==> src/rtl/quad_corner_ctrl.sv <==
// quad_corner_ctrl: holds the four quadrilateral corners (x1..y4) and moves the
// selected one per frame strobe, with per-axis clamping to the screen and
// hold-to-accelerate stepping. All corner updates happen in frame_stb cycles.
module quad_corner_ctrl #(
   parameter int H_MAX       = 640,
   parameter int V_MAX       = 480,
   parameter int SLOW_STEP   = 1,
   parameter int FAST_STEP   = 8,
   parameter int HOLD_FRAMES = 30
) (
   input  logic       clk,
   input  logic       reset_n,
   input  logic       frame_stb,
   input  logic [1:0] sel,
   input  logic       btn_up,
   input  logic       btn_down,
   input  logic       btn_left,
   input  logic       btn_right,
   input  logic       restore,
   output logic [9:0] x1,
   output logic [9:0] x2,
   output logic [9:0] x3,
   output logic [9:0] x4,
   output logic [8:0] y1,
   output logic [8:0] y2,
   output logic [8:0] y3,
   output logic [8:0] y4,
   output logic       coords_upd,
   output logic       accel
);

   typedef enum logic [1:0] {IDLE, SLOW, FAST} state_t;

   localparam int CNT_W = $clog2(HOLD_FRAMES + 1);
   localparam logic [CNT_W-1:0] CNT_MAX = CNT_W'(HOLD_FRAMES);
   localparam logic [CNT_W-1:0] CNT_ONE = CNT_W'(1);

   localparam logic signed [11:0] X_SLOW = 12'(SLOW_STEP);
   localparam logic signed [11:0] X_FAST = 12'(FAST_STEP);
   localparam logic signed [10:0] Y_SLOW = 11'(SLOW_STEP);
   localparam logic signed [10:0] Y_FAST = 11'(FAST_STEP);
   localparam logic signed [11:0] X_LIM  = 12'(H_MAX - 1);
   localparam logic signed [10:0] Y_LIM  = 11'(V_MAX - 1);

   // Corners are ordered around the perimeter: index 0..3 = corner 1..4.
   localparam logic [3:0][9:0] X_DEF = {10'd0, 10'(H_MAX - 1), 10'(H_MAX - 1), 10'd0};
   localparam logic [3:0][8:0] Y_DEF = {9'(V_MAX - 1), 9'(V_MAX - 1), 9'd0, 9'd0};

   state_t state, state_nxt;
   logic [CNT_W-1:0] cnt, cnt_nxt;
   logic [1:0] last_sel;
   logic [3:0][9:0] xs, xs_nxt;
   logic [3:0][8:0] ys, ys_nxt;
   logic moving;
   logic use_fast;
   logic signed [11:0] dx, sum_x;
   logic signed [10:0] dy, sum_y;
   logic [9:0] clamp_x;
   logic [8:0] clamp_y;

   // Acceleration FSM: counts consecutive moving strobes on the same corner.
   always_comb begin
      state_nxt = state;
      cnt_nxt   = cnt;
      use_fast  = 1'b0;
      moving    = (btn_left ^ btn_right) | (btn_up ^ btn_down);
      if (restore || !moving) begin
         state_nxt = IDLE;
         cnt_nxt   = '0;
      end else if (state == IDLE || sel != last_sel) begin
         cnt_nxt   = CNT_ONE;
         state_nxt = (CNT_ONE >= CNT_MAX) ? FAST : SLOW;
      end else if (state == SLOW) begin
         if (cnt < CNT_MAX) cnt_nxt = cnt + 1'b1;
         if (cnt_nxt >= CNT_MAX) state_nxt = FAST;
      end else begin
         use_fast  = 1'b1;
         state_nxt = FAST;
         if (cnt < CNT_MAX) cnt_nxt = cnt + 1'b1;
      end
   end

   // Move the selected corner by the resolved step and clamp each axis.
   always_comb begin
      dx = 12'sd0;
      dy = 11'sd0;
      if (btn_right && !btn_left) dx = use_fast ? X_FAST : X_SLOW;
      else if (btn_left && !btn_right) dx = use_fast ? -X_FAST : -X_SLOW;
      if (btn_down && !btn_up) dy = use_fast ? Y_FAST : Y_SLOW;
      else if (btn_up && !btn_down) dy = use_fast ? -Y_FAST : -Y_SLOW;

      sum_x = $signed({2'b00, xs[sel]}) + dx;
      sum_y = $signed({2'b00, ys[sel]}) + dy;

      if (sum_x < 12'sd0) clamp_x = '0;
      else if (sum_x > X_LIM) clamp_x = X_LIM[9:0];
      else clamp_x = sum_x[9:0];

      if (sum_y < 11'sd0) clamp_y = '0;
      else if (sum_y > Y_LIM) clamp_y = Y_LIM[8:0];
      else clamp_y = sum_y[8:0];

      xs_nxt = xs;
      ys_nxt = ys;
      if (restore) begin
         xs_nxt = X_DEF;
         ys_nxt = Y_DEF;
      end else begin
         xs_nxt[sel] = clamp_x;
         ys_nxt[sel] = clamp_y;
      end
   end

   // FSM state, hold counter and last-strobe corner select advance on strobes only.
   always_ff @(posedge clk or negedge reset_n) begin
      if (!reset_n) begin
         state    <= IDLE;
         cnt      <= '0;
         last_sel <= 2'd0;
      end else if (frame_stb) begin
         state    <= state_nxt;
         cnt      <= cnt_nxt;
         last_sel <= sel;
      end
   end

   // Corner registers commit on strobes; coords_upd flags any real change.
   always_ff @(posedge clk or negedge reset_n) begin
      if (!reset_n) begin
         xs         <= X_DEF;
         ys         <= Y_DEF;
         coords_upd <= 1'b0;
      end else begin
         coords_upd <= frame_stb && ((xs_nxt != xs) || (ys_nxt != ys));
         if (frame_stb) begin
            xs <= xs_nxt;
            ys <= ys_nxt;
         end
      end
   end

   assign accel = (state == FAST);
   assign x1 = xs[0];
   assign x2 = xs[1];
   assign x3 = xs[2];
   assign x4 = xs[3];
   assign y1 = ys[0];
   assign y2 = ys[1];
   assign y3 = ys[2];
   assign y4 = ys[3];

endmodule

==> config.mk <==
export PLATFORM = sky130hd
export DESIGN_NAME = quad_corner_ctrl
export DESIGN_NICKNAME = d
export VERILOG_FILES = /design/src/rtl/quad_corner_ctrl.sv
export SDC_FILE = /design/constraint.sdc
export NUM_CORES = 1
export LEC_CHECK = 0
export BUFFER_PORTS_ARGS = -buffer_cell sky130_fd_sc_hd__buf_2
export CAP_MARGIN = 20
export CORE_MARGIN = 10
export CORE_UTILIZATION = 45
export CTS_CLUSTER_SIZE = 10
export DETAILED_ROUTE_END_ITERATION = 6
export PLACE_DENSITY_LB_ADDON = 0.25
export SLEW_MARGIN = 40
export SYNTH_ARGS = -nofsm -noshare
export SYNTH_HDL_FRONTEND = slang
export SYNTH_SLANG_ARGS = --single-unit
==> constraint.sdc <==
create_clock -name clk -period 5.05 [get_ports clk]
set_input_delay 0.2525 -clock clk [delete_from_list [all_inputs] [get_ports clk]]
set_output_delay 0.2525 -clock clk [all_outputs]
set_load 0.01 [all_outputs]
==> run_results.csv <==
group,metric,value,unit
clocking,clockBufferDepth,2,
placed_design,dp.cells,1368,
hold_path,holdPathStages,2,
logic_synthesis,yosysMostFrequentCell,"nand2_1",
placed_design,place_congestion,1.14,
placed_design,pre_cts_ws,-0.139,ns
logic_synthesis,synth_top_cells_by_count,"nand2_1 (94), nor2_1 (89), a21oi_1 (65)",
placed_design,dp_hpwl,26500,um
logic_synthesis,syn_inst,969,
power_and_ir_drop,p_int,0.00210,W
finish,finalNetCount,1196,
placed_design,port_buffers,87,
logic_synthesis,yosysTopAreaCell,"dfrtp_1",
die,start_util,45.6,%
status,outcome,"finished with violations",
finish,area_growth,26.7,%
worst_setup_path,path_delay_family,"compound AO/OA/AOI/OAI gates",
hold_path,min_to,"last_sel[1]",
die,die_h,152,um
global_routing,met2_usage,42.4,%
detailed_routing,dr.pass1.iters,7,
power_and_ir_drop,powerDensity,392,nW/um^2
power_and_ir_drop,clkPwrFrac,17.0,%
sta,period_share,98.0,%
worst_setup_path,ff2ff_setup_slack,0.10,ns
logic_synthesis,yosys_warnings,0,
sta,fmax,202,MHz
logic_synthesis,synth-edff-count,0,
logic_synthesis,syn_nets,1007,
power_and_ir_drop,p_leak,4.32,nW
logic_synthesis,ys_types,83,
sta,skew,0.00790,ns
clocking,cts_sinks,86,
finish,fin_cells,1389,
power_and_ir_drop,seq_power_share,25.2,%
global_routing,grt_pass1_vias,8880,
sta,drv_slew,0,
logic_synthesis,ys_ff_latch,86,
worst_setup_path,crit_path_max_incr_delay,0.58,ns
worst_setup_path,crit_arrival,5.18,ns
worst_setup_path,cp_max_fo,8,
global_routing,use_met1,39.3,%
detailed_routing,avgViaCountPerCell,6.74,
finish,drive_gt1_share,30.1,%
worst_setup_path,cp_slowest_cell,"mux4_2",
flow_run,max_cap_violations,0,
clocking,clk_pin_slew_worst_paths,0.07,ns
status,violations,"DRC",
worst_setup_path,crit_top_cell,"or4_1",
clocking,cts_root_buf,"clkbuf_16",
global_routing,grt_use_met3,7.82,%
detailed_routing,wl,35200,um
worst_setup_path,worst-path-buf-inv,0,
die,fp.dieW,152,um
worst_setup_path,end_kind,"flop",
sta,setup_viol,0,
worst_setup_path,path_cells,"mux4_2, ha_1, a21o_1, a221oi_1, o21ai_0, xor2_1, mux2i_1, a2111oi_0, a41oi_1, nand4_1, o21bai_1, or4_1, or4_1, o41a_1",
die,pin_count,88,
die,fp-row-count,48,
hold_path,hp-class,"primary input to flop",
die,placeableCoreArea,17200,sq um
power_and_ir_drop,p_comb_share,57.9,%
global_routing,globalRoute.busiestLayer,"met2",
global_routing,overflow,0,
worst_setup_path,crit_required,5.28,ns
sta,worst_slew_pin_slew,0.807,ns
detailed_routing,vias,9360,
power_and_ir_drop,ir_drop,0.000195,V
logic_synthesis,synth_ff_type,"dfrtp_1",
global_routing,grt_max_degree,63,
power_and_ir_drop,power_switching,0.00178,W
detailed_routing,wl_per_cell,25.4,um
clocking,htreeDepth,3,
clocking,clk_latency,0.36,ns
die,fp.dieArea,23100,sq um
logic_synthesis,synthArstFlopShare,100,%
worst_setup_path,rr_startpoint,"y4[6]",
detailed_routing,final_antenna_net_count,0,
sta,hold-worst-slack,0.233,ns
global_routing,grt_usage,28.8,%
sta,hold_viol_final,0,
logic_synthesis,syn_area,7830,sq um
hold_path,hp-start,"sel[1]",
detailed_routing,drc_errors,1,
logic_synthesis,synth_top_area_share,17.3,%
global_routing,grt_pass1_wl,53500,um
sta,fin_crit,4.95,ns
power_and_ir_drop,swShare,45.9,%
logic_synthesis,avgSynthCellArea,8.08,sq um
sta,fin_ws,0.100,ns
logic_synthesis,synth_area_leaders,"dfrtp_1 (17%), dfstp_2 (11%), mux4_2 (4.6%), nand2_1 (4.5%), ha_1 (4.3%)",
worst_setup_path,r2r-end,"coords_upd",
worst_setup_path,r2r_cells,14,
global_routing,antenna_found_initial,2,
clocking,cts_tree,"built",
logic_synthesis,yosysSeqAreaShare,28.0,%
detailed_routing,drt_iter0_markers,1417,
sta,slew_headroom,45.9,%
sta,tns,0,ns
worst_setup_path,path_class,"flop to flop",
worst_setup_path,startpoint_type,"flop",
clocking,numCtsBuffers,9,
-- cell type report --
class	count	area, sq um
diodes	1	2.50
flip-flops and latches	86	2190
well taps	225	282
repair buffers	239	1620
fillers	1637	7260
clock inverters	6	51.3
inverters	55	206
multi-input cells	767	5340
clock buffers	10	229
-- cell usage in the layout, fill, tap and decap left out, types with 32 or more instances in the layout --
cell     synthesis  layout
buf_4            0     149
buf_2            4      86
o22a_1          37      37
inv_1           55      55
dfrtp_1         54      54
nand2_1         94      94
o22ai_1         39      39
o21ai_0         56      52
a21oi_1         65      63
nor2_1          89      87
dfstp_2         32      32
-- cells by family after synthesis --
| family | synth area share [%] |
|---|---|
| and+or+nand+nor | 19.8 |
| xor gates and xnor gates | 2.86 |
| DFF | 28.0 |
| adders and majority gates | 4.57 |
| AOI/OAI and AO/OA | 31.8 |
| buffers and inverters | 5.72 |
| muxes | 7.27 |
-- power groups by stage --
stage	registers (W)	logic, W	clock network [W]
final	0.000977	0.00225	0.000659
after floorplan	0.00102	0.00111	0
after CTS	0.000966	0.00214	0.000663
after global routing	0.000988	0.00238	0.000696
after global placement	0.000974	0.00213	0
after detailed placement	0.000978	0.00213	0
-- what timing repair did --
item                                    CTS  global route
setup buffers                             0             3
hold buffers                              1             0
hold endpoints to repair                 22             0
resized for setup                         0            15
endpoints found under the setup margin    0             1
-- registers in the layout, indices dropped and copies added (netlist names) --
name	cells
x3	10
y1	9
cnt	5
x2	10
y3	9
x4	10
coords_upd	1
x1	10
last_sel	2
y4	9
state	2
y2	9
-- per-stage QoR --
step	total power (W)	cell area, sq um	utilization [%]
floorplan	0.00213	7940	-
global placement	0.00311	9530	55.5
detailed placement	0.00310	9530	55.5
CTS	0.00377	9820	57.2
global route	0.00406	9920	57.7
finish	0.00388	9920	57.8
-- how the worst max path moves through the flow --
stage,startpoint,endpoint,slack [ns],cells past startpoint
2_1_floorplan,sel[0],coords_upd,0.01,21
4_1_cts,last_sel[1],coords_upd,0.04,18
3_5_place_dp,btn_left,coords_upd,-0.14,21
5_1_grt,last_sel[1],coords_upd,-0.1,16
6_report,y4[6],coords_upd,0.10,14
3_3_place_gp,btn_up,coords_upd,-0.16,21
-- metal layers --
layer / vias to the layer above / share of wire (%)
met4: 2 / 3.4
met5: - / 0.037
met1: 4505 / 40
met2: 683 / 44
li1: 4051 / -
met3: 119 / 12
No activity file was read; power rests on OpenSTA's default activity.
